<file path="config.mk">
export PLATFORM = sky130hd
export DESIGN_NAME = comp_fifo_flat
export DESIGN_NICKNAME = d
export VERILOG_FILES = /design/src/rtl/comp_fifo_if.sv /design/src/rtl/comp_fifo.sv /design/src/flat_wrapper.sv
export SDC_FILE = /design/constraint.sdc
export NUM_CORES = 2
export LEC_CHECK = 0
export CORE_UTILIZATION = 50
export CTS_CLUSTER_SIZE = 12
export DETAILED_ROUTE_END_ITERATION = 16
export PLACE_DENSITY = 0.7
export SETUP_SLACK_MARGIN = 0.15
export SYNTH_ARGS = -nofsm -noshare
export SYNTH_HDL_FRONTEND = slang
export SYNTH_SLANG_ARGS = --single-unit
</file>
<file path="constraint.sdc">
create_clock -name clk -period 11.2 [get_ports clk]
set_input_delay 2.24 -clock clk [delete_from_list [all_inputs] [get_ports clk]]
set_output_delay 2.24 -clock clk [all_outputs]
set_load 0.02 [all_outputs]
</file>
<file path="src/rtl/comp_fifo_if.sv">
// comp_fifo_if
//   Handshake bundle between an upstream compressor, the comp_fifo buffer and
//   a downstream decompressor.
//
//   Upstream side (producer -> FIFO):
//     in_valid   word present
//     in_ready   FIFO accepts the word this cycle
//     in_raw     uncompressed eight-lane x 16-bit word
//     in_comp    compressor output for in_raw
//     in_doable  in_comp is usable; otherwise the raw word is stored
//   Downstream side (FIFO -> consumer):
//     out_valid  head word available
//     out_ready  consumer takes the head word
//     out_is_raw 1: use out_raw, 0: use out_comp
//     out_comp   compressed head payload
//     out_raw    raw head word
//
//   master: the environment (drives upstream data and out_ready).
//   slave:  the FIFO itself.
interface comp_fifo_if;
  logic         in_valid;
  logic         in_ready;
  logic [127:0] in_raw;
  logic [72:0]  in_comp;
  logic         in_doable;
  logic         out_valid;
  logic         out_ready;
  logic         out_is_raw;
  logic [72:0]  out_comp;
  logic [127:0] out_raw;

  modport master (
    output in_valid, in_raw, in_comp, in_doable, out_ready,
    input  in_ready, out_valid, out_is_raw, out_comp, out_raw
  );

  modport slave (
    input  in_valid, in_raw, in_comp, in_doable, out_ready,
    output in_ready, out_valid, out_is_raw, out_comp, out_raw
  );
endinterface

</file>
<file path="src/rtl/comp_fifo.sv">
// comp_fifo
//   First-word-fall-through FIFO holding a mix of compressed and raw words.
//   Each entry is 74 bits: bit 73 is the kind (0 = compressed, 1 = raw half),
//   bits 72:0 the payload. A compressed word occupies one entry; a raw
//   128-bit word occupies two consecutive entries (low half, then high half),
//   written on two separate cycles so that only one write port is needed.
//
//   Ports:
//     clk       the only clock, rising edge
//     reset     synchronous active-high reset
//     bus       comp_fifo_if.slave handshake bundle (upstream + downstream)
//     full      count == DEPTH
//     empty     count == 0
//     comp_cnt  saturating count of accepted compressed words
//     raw_cnt   saturating count of accepted raw words
//
//   Parameters:
//     DEPTH     entry count, power of two, >= 4
//     CNT_W     width of the statistics counters
module comp_fifo #(
  parameter int DEPTH = 16,
  parameter int CNT_W = 16
) (
  input  logic             clk,
  input  logic             reset,
  comp_fifo_if.slave       bus,
  output logic             full,
  output logic             empty,
  output logic [CNT_W-1:0] comp_cnt,
  output logic [CNT_W-1:0] raw_cnt
);

  localparam int AW = $clog2(DEPTH);
  localparam logic [AW:0] FULL_COUNT = (AW+1)'(DEPTH);

  if (DEPTH < 4 || (1 << AW) != DEPTH) begin : g_bad_depth
    $error("comp_fifo: DEPTH must be a power of two and at least 4");
  end

  typedef enum logic {
    W_IDLE,
    W_HI
  } wr_state_t;

  wr_state_t     state_reg;
  wr_state_t     state_next;

  logic [73:0]   mem [DEPTH];
  logic [AW-1:0] wr_ptr_reg;
  logic [AW-1:0] rd_ptr_reg;
  logic [AW-1:0] rd_ptr_plus1;
  logic [AW:0]   count_reg;
  logic [AW:0]   count_next;
  logic [AW:0]   pop_amt;
  logic [63:0]   hi_half_reg;

  logic          accept;
  logic          hi_write;
  logic          push;
  logic          pop;
  logic [73:0]   wr_data;
  logic [73:0]   head_entry;
  logic [73:0]   next_entry;
  logic          head_is_raw;
  logic [1:0]    stat_inc;

  // ---------------------------------------------------------------------------
  // Write side: accept, second-half write and the write-state machine.
  // ---------------------------------------------------------------------------
  always_comb begin
    state_next   = state_reg;
    full         = (count_reg == FULL_COUNT);
    empty        = (count_reg == '0);
    // Ready never depends on in_doable: a raw word only needs one free slot
    // now, its high half waits in W_HI for the next free slot.
    bus.in_ready = (state_reg == W_IDLE) && !full;
    accept       = bus.in_valid && bus.in_ready;
    hi_write     = (state_reg == W_HI) && !full;
    push         = accept || hi_write;

    if (hi_write) begin
      wr_data = {1'b1, 9'b0, hi_half_reg};
    end else if (bus.in_doable) begin
      wr_data = {1'b0, bus.in_comp};
    end else begin
      wr_data = {1'b1, 9'b0, bus.in_raw[63:0]};
    end

    unique case (state_reg)
      W_IDLE: if (accept && !bus.in_doable) state_next = W_HI;
      W_HI:   if (!full) state_next = W_IDLE;
      default: state_next = W_IDLE;
    endcase
  end

  // ---------------------------------------------------------------------------
  // Read side: fall-through decode of the head entry and the one after it.
  // ---------------------------------------------------------------------------
  always_comb begin
    rd_ptr_plus1   = rd_ptr_reg + AW'(1);
    head_entry     = mem[rd_ptr_reg];
    next_entry     = mem[rd_ptr_plus1];
    head_is_raw    = head_entry[73];

    // A raw head is only complete once its high half sits behind it, so a
    // raw low half with its partner still pending (count == 1) stays hidden.
    // Raw words are always written as adjacent pairs with nothing between.
    bus.out_valid  = (count_reg != '0) && (!head_is_raw || (count_reg >= (AW+1)'(2)));
    bus.out_is_raw = (count_reg != '0) && head_is_raw;
    bus.out_comp   = bus.out_is_raw ? 73'b0 : head_entry[72:0];
    bus.out_raw    = bus.out_is_raw ? {next_entry[63:0], head_entry[63:0]} : 128'b0;

    pop = bus.out_valid && bus.out_ready;
    if (!pop) begin
      pop_amt = '0;
    end else if (head_is_raw) begin
      pop_amt = (AW+1)'(2);
    end else begin
      pop_amt = (AW+1)'(1);
    end

    count_next = count_reg + (AW+1)'(push) - pop_amt;
  end

  // ---------------------------------------------------------------------------
  // Control state.
  // ---------------------------------------------------------------------------
  always_ff @(posedge clk) begin
    if (reset) begin
      state_reg  <= W_IDLE;
      wr_ptr_reg <= '0;
      rd_ptr_reg <= '0;
      count_reg  <= '0;
    end else begin
      state_reg  <= state_next;
      if (push) wr_ptr_reg <= wr_ptr_reg + AW'(1);
      rd_ptr_reg <= rd_ptr_reg + pop_amt[AW-1:0];
      count_reg  <= count_next;
    end
  end

  // Storage and the held high half carry no reset; a reset simply rewinds
  // the pointers, which orphans whatever was in flight.
  always_ff @(posedge clk) begin
    if (push && !reset) mem[wr_ptr_reg] <= wr_data;
    if (accept && !bus.in_doable) hi_half_reg <= bus.in_raw[127:64];
  end

  // ---------------------------------------------------------------------------
  // Statistics: index 0 counts compressed words, index 1 raw words.
  // ---------------------------------------------------------------------------
  assign stat_inc[0] = accept && bus.in_doable;
  assign stat_inc[1] = accept && !bus.in_doable;

  for (genvar gi = 0; gi < 2; gi++) begin : g_stat
    logic [CNT_W-1:0] cnt_reg;
    always_ff @(posedge clk) begin
      if (reset) begin
        cnt_reg <= '0;
      end else if (stat_inc[gi] && (cnt_reg != '1)) begin
        cnt_reg <= cnt_reg + CNT_W'(1);
      end
    end
  end

  assign comp_cnt = g_stat[0].cnt_reg;
  assign raw_cnt  = g_stat[1].cnt_reg;

endmodule

</file>
<file path="src/flat_wrapper.sv">
// flat-port wrapper written by rule: the top's interface ports become plain ports
module comp_fifo_flat 
#(
  parameter int DEPTH = 16,
  parameter int CNT_W = 16
)
  (clk, reset, full, empty, comp_cnt, raw_cnt, bus_in_valid, bus_in_raw, bus_in_comp, bus_in_doable, bus_out_ready, bus_in_ready, bus_out_valid, bus_out_is_raw, bus_out_comp, bus_out_raw);
  comp_fifo_if bus_i ();
  input  logic clk;
  input  logic reset;
  output logic full;
  output logic empty;
  output logic [CNT_W-1:0] comp_cnt;
  output logic [CNT_W-1:0] raw_cnt;
  input wire logic [$bits(bus_i.in_valid)-1:0] bus_in_valid;
  input wire logic [$bits(bus_i.in_raw)-1:0] bus_in_raw;
  input wire logic [$bits(bus_i.in_comp)-1:0] bus_in_comp;
  input wire logic [$bits(bus_i.in_doable)-1:0] bus_in_doable;
  input wire logic [$bits(bus_i.out_ready)-1:0] bus_out_ready;
  output wire logic [$bits(bus_i.in_ready)-1:0] bus_in_ready;
  output wire logic [$bits(bus_i.out_valid)-1:0] bus_out_valid;
  output wire logic [$bits(bus_i.out_is_raw)-1:0] bus_out_is_raw;
  output wire logic [$bits(bus_i.out_comp)-1:0] bus_out_comp;
  output wire logic [$bits(bus_i.out_raw)-1:0] bus_out_raw;
  assign bus_i.in_valid = bus_in_valid;
  assign bus_i.in_raw = bus_in_raw;
  assign bus_i.in_comp = bus_in_comp;
  assign bus_i.in_doable = bus_in_doable;
  assign bus_i.out_ready = bus_out_ready;
  assign bus_in_ready = bus_i.in_ready;
  assign bus_out_valid = bus_i.out_valid;
  assign bus_out_is_raw = bus_i.out_is_raw;
  assign bus_out_comp = bus_i.out_comp;
  assign bus_out_raw = bus_i.out_raw;
  comp_fifo #(.DEPTH(DEPTH), .CNT_W(CNT_W)) u_core (.clk(clk), .reset(reset), .bus(bus_i), .full(full), .empty(empty), .comp_cnt(comp_cnt), .raw_cnt(raw_cnt));
endmodule
</file>
# Word-level counts from Yosys, hierarchy flattened
# Memory sizes are Yosys's and may differ from the RTL's. A register that Yosys moved wholly into a read port is not among the register bits.
# Cells that the tools add are included.
# word_totals
register_bits,110
latchBits,0
ram_bits,1184
rom_bits,0
in_bits,206
output_inout_bits,238
wordCells,51
n_memories,1
# classes
add_sub_neg,7
n_mul,0
div_mod_pow,0
order_cmp,1
eq_ne,3
n_shift,0
mux,12
bitwise_logic,1
reduce_logical,19
# memory_table
memory,words,width,rd,rd_clocked_by_memory_dff,write_ports,line,rtl
u_core.mem,16,74,2,1,1,comp_fifo.sv:48,logic [73:0] mem [DEPTH];
# ops
op,count
$mux 74,2
$mux 128,1
$mux 73,1
$add 16x1->16 const B,2
$ne 16x16->1 const B,2
$logic_and 1x1->1,11
$add 4x1->4 const B,2
$add 5x1->5,1
$eq 5x5->1 const B,1
$ge 5x2->1 const B,1
$logic_not 5->1,1
$mux 5,1
$reduce_bool 5->1,1
$sub 5x5->5,1
$add 4x4->4,1
$logic_not 1->1,4
$mux 1,4
$mux 4,1
$logic_or 1x1->1,2
$mux 2,1
$pmux 1 s2,1
$not 1->1,1

# Longest topological paths before layout
# depth
word_depth,8
mapped_depth,13
ltp_nobuf,13

# Least setup slack after synthesis
# OpenSTA, ideal clock, no wires.
# synth_timing
kind,input port to flip-flop
start,in reset
end,mem u_core.mem[0][0] (enable)
setup_ns,0.597
arrival_ns,7.928
required_time_ns,10.603
path_slack_ns,2.675
path_stages,4
n_path_buf,1
path_cell_list,clkbuf_1 > nor3_1 > nand2_1 > nor3_1
# synth_via
elab_chain_len,4
# synth_rtl
element,line,rtl
"start, declared",flat_wrapper.sv:10,input logic reset;
$logic_not 1->1,comp_fifo.sv:145,if (push && !reset) mem[wr_ptr_reg] <= wr_data;
$logic_and 1x1->1,comp_fifo.sv:145,
$mux 1,comp_fifo.sv:145,
$mux 1 (implied by the code),comp_fifo.sv:145,
"end, declared",comp_fifo.sv:48,
# No other way between the ends.

# Worst setup path in the final report
# layout_timing
start,reg u_core.rd_ptr_reg[2]
end,out bus_out_raw[68]
# layout_via
elab_chain_len,3
# layout_rtl
element,line,rtl
"start, declared",comp_fifo.sv:50,logic [AW-1:0] rd_ptr_reg;
"start signal, assigned",comp_fifo.sv:137,rd_ptr_reg <= rd_ptr_reg + pop_amt[AW-1:0];
$add 4x1->4,comp_fifo.sv:100,rd_ptr_plus1 = rd_ptr_reg + AW'(1);
$mem_v2 16x74,--,
$mux 128,comp_fifo.sv:111,"bus.out_raw = bus.out_is_raw ? {next_entry[63:0], head_entry[63:0]} : 128'b0;"
"end, declared",flat_wrapper.sv:24,output wire logic [$bits(bus_i.out_raw)-1:0] bus_out_raw;
# No other way between the ends.

==> flow_summary.ini <==
[global_route]
grtUsageMet2_pct = 41.90
grt_pass1_wl_mm = 228.7
grt-ovfl-total = 0
grt_start_max_net_pins = 151
grtUsageTotal_pct = 25.72
antenna_found_initial = 6
busiest_layer = met2
grt_pass1_vias = 35160
grtUsageMet3_pct = 4.450
grtUsageMet1_pct = 35.60

[route]
drtIter0Drc = 3474
vias = 35210
ant_nets = 0
first_pass_iters = 5
viasPerCell = 6.377
post_drt_wl_per_cell_um = 28.20
drc = 0
wl_mm = 155.7

[sta]
rsz0062_at_grt = false
post-route-period-util_pct = 71.87
fmax_ghz = 0.1242
finalMaxSlewViolations = 0
finalHoldViolCount = 0
fin_worst_skew_ps = 18.22
worst_slew_pin_slew_ps = 1352
setup_viol = 0
min_period_ps = 8049
timing.setup.tns_ps = 0
slew_headroom_pct = 9.854

[synth]
yosys_warnings = 0
synth_cell_type_count = 61
yosysMostFrequentCell = edfxtp_1
synthCells = 3427
synth-async-reset-ratio_pct = 0
ys_seq_area_share_pct = 64.14
synth-seq-cells = 1294
synthSimpleGateAreaFrac_pct = 4.230
synth_top_family_by_area = multiplexers
synth-compound-area-share_pct = 5.798
synth_nets = 3651
synthTopCellsByCount = edfxtp_1 (1248), mux4_2 (433), mux2i_1 (388)
synth_top_area_share_pct = 62.60
syn_avg_cell_area_um2 = 17.47
synth.area.mux_share_pct = 22.91
synth_top_area_cell = edfxtp_1
ys_top_cells_by_area = edfxtp_1 (63%), mux4_2 (16%), mux2i_1 (6.5%)
synth_xor_area_share_pct = 0.3658
synth_area_um2 = 59860
synth-main-ff-cell = edfxtp_1
synth_edf_count = 1248
synth-adder-area-share_pct = 0.4013

[setup_path]
start_kind = register
crit_arrival_ps = 5810
endpoint_kind = output pin
r2r_end = u_core.count_reg[4]
reg2reg_slack_ps = 6610
path_class = reg -> out
required_ps = 8960
cp-endpoint = bus_out_raw[68]
r2r_cells = 11
r2r-start = u_core.rd_ptr_reg[1]
crit_fanout = 72
worstSetupStartpoint = u_core.rd_ptr_reg[2]

[placed_design]
port-buffer-count = 443
gp_congestion = 0.7708
dp_hpwl_mm = 88.25

[pwr]
power_frac_seq_pct = 34.3
power_leakage_nw = 21.90
swShare_pct = 32.72
cellPowerDensity_nw_per_um2 = 238.3
power_switching_mw = 5.469
p_int_mw = 11.25
clock_power_share_pct = 25.7
ir_drop_v = 0.0002586
pwr-share-comb_pct = 40.0

[floorplan]
boundaryPins = 444
die_y_um = 348.0
core_area_um2 = 118400
initial_core_util_pct = 50.56
rows = 126
die_area_um2 = 121100
die_x_um = 348.0

[cells_and_area]
final_layout_size_suffix_gt1_share_pct = 18.75
final_util_pct = 59.25
area.growth.synth_to_final_pct = 17.19
nets = 4052
largest_register_ffs = 1184

[clock_tree]
cts_tree = built
cts_post_setup_buffers_inserted = 0
insertion_delay_ps = 760
post_cts_resized = 0
clockBufferDepth = 3
clock_sinks = 1294
htreeDepth = 4
cts_buffers = 138
cts_hold_buf = 0
clkTransAtPathRegs_ps = 60
cts_root_buf = clkbuf_16

[min_path]
hold_class = reg -> reg
worstHoldStart = u_core.comp_cnt[9]

[job]
drv_cap = 0

[run_status]
status = complete, no violations
[worst max-delay path: stages (launching register included)]
cell             delay [ps]
dfxtp_4                 660
buf_4                   610
buf_4                   670
nand3_1                 230
xnor2_2                 290
buf_4                   890
mux2i_1                 210
a211oi_1                690
clkdlybuf4s50_1         750
[cells in the final DEF, fill, tap and decap left out, drive strengths merged, types with 5 or more instances in the layout]
cell type / netlist / routed
edfxtp: 1248 / 1248
clkdlybuf4s50: 0 / 441
mux4: 433 / 433
mux2i: 389 / 389
clkbuf: 110 / 179
and2: 140 / 140
a21oi: 139 / 139
a211oi: 136 / 136
o221ai: 128 / 128
nor2: 120 / 120
buf: 157 / 87
nand2: 84 / 84
nor2b: 71 / 71
o22ai: 64 / 64
dfxtp: 46 / 46
clkinv: 1 / 36
inv: 15 / 25
nand3: 16 / 16
ha: 16 / 16
xnor2: 15 / 15
and3: 14 / 14
xor2: 10 / 10
nor3: 10 / 10
bufinv: 0 / 7
o21ai: 7 / 7
nand4: 6 / 6
mux2: 5 / 5
[through the flow]
stage	hold WS, ps	power, mW	cell area [um2]	setup WS (ps)	cells
final	498.4	16.71	70150	3151	5522
after global routing	539.5	17.39	70150	2992	5521
after CTS	497.3	16.85	70140	3171	5520
after detailed placement	485.7	12.56	65960	4005	5287
after global placement	483.8	12.54	65960	4056	5287
after floorplan	499.5	10.32	59860	2675	3427
[worst min-delay path by stage]
| stage | end | slack [ps] | cells past startpoint |
|---|---|---|---|
| 3_5_place_dp | u_core.comp_cnt[9] | 490 | 2 |
| 2_1_floorplan | u_core.wr_ptr_reg[1] | 500 | 2 |
| 3_3_place_gp | u_core.comp_cnt[9] | 480 | 2 |
| 5_1_grt | u_core.comp_cnt[11] | 540 | 2 |
| 4_1_cts | u_core.comp_cnt[9] | 500 | 2 |
| 6_report | u_core.comp_cnt[9] | 500 | 2 |
[cells by family after synthesis]
logic type,count (synthesis)
adder cells (fa/ha/maj),18
multiplexers,827
AO/OA/AOI/OAI,496
flip-flops,1294
XOR/XNOR,25
buffers and inverters,283
AND/OR/NAND/NOR,484
[cell type report]
class,count,area (um2)
multi-input cells,1850,20360
fillers,8705,48240
clock inverters,54,553.0
diodes,1,2.502
clock buffers,179,3627
inverters,16,62.56
well taps,1600,2002
flip-flops and latches,1294,38410
repair buffers,528,5131
[power by group through the flow]
stage	sequential, mW	combinational (mW)	clock [mW]
after floorplan	5.74	4.57	0
after CTS	5.74	6.75	4.36
after global placement	5.83	6.71	0
after detailed placement	5.84	6.72	0
final	5.74	6.69	4.29
after global routing	5.75	7.10	4.53
[metal layers]
layer  wire length [um]  part of all wire (%)
met1              62940                    40
met5                 13                0.0083
met4               3833                   2.5
met3              13160                   8.5
met2              75790                    49
Note: power is estimated with default switching activity, not from simulation.
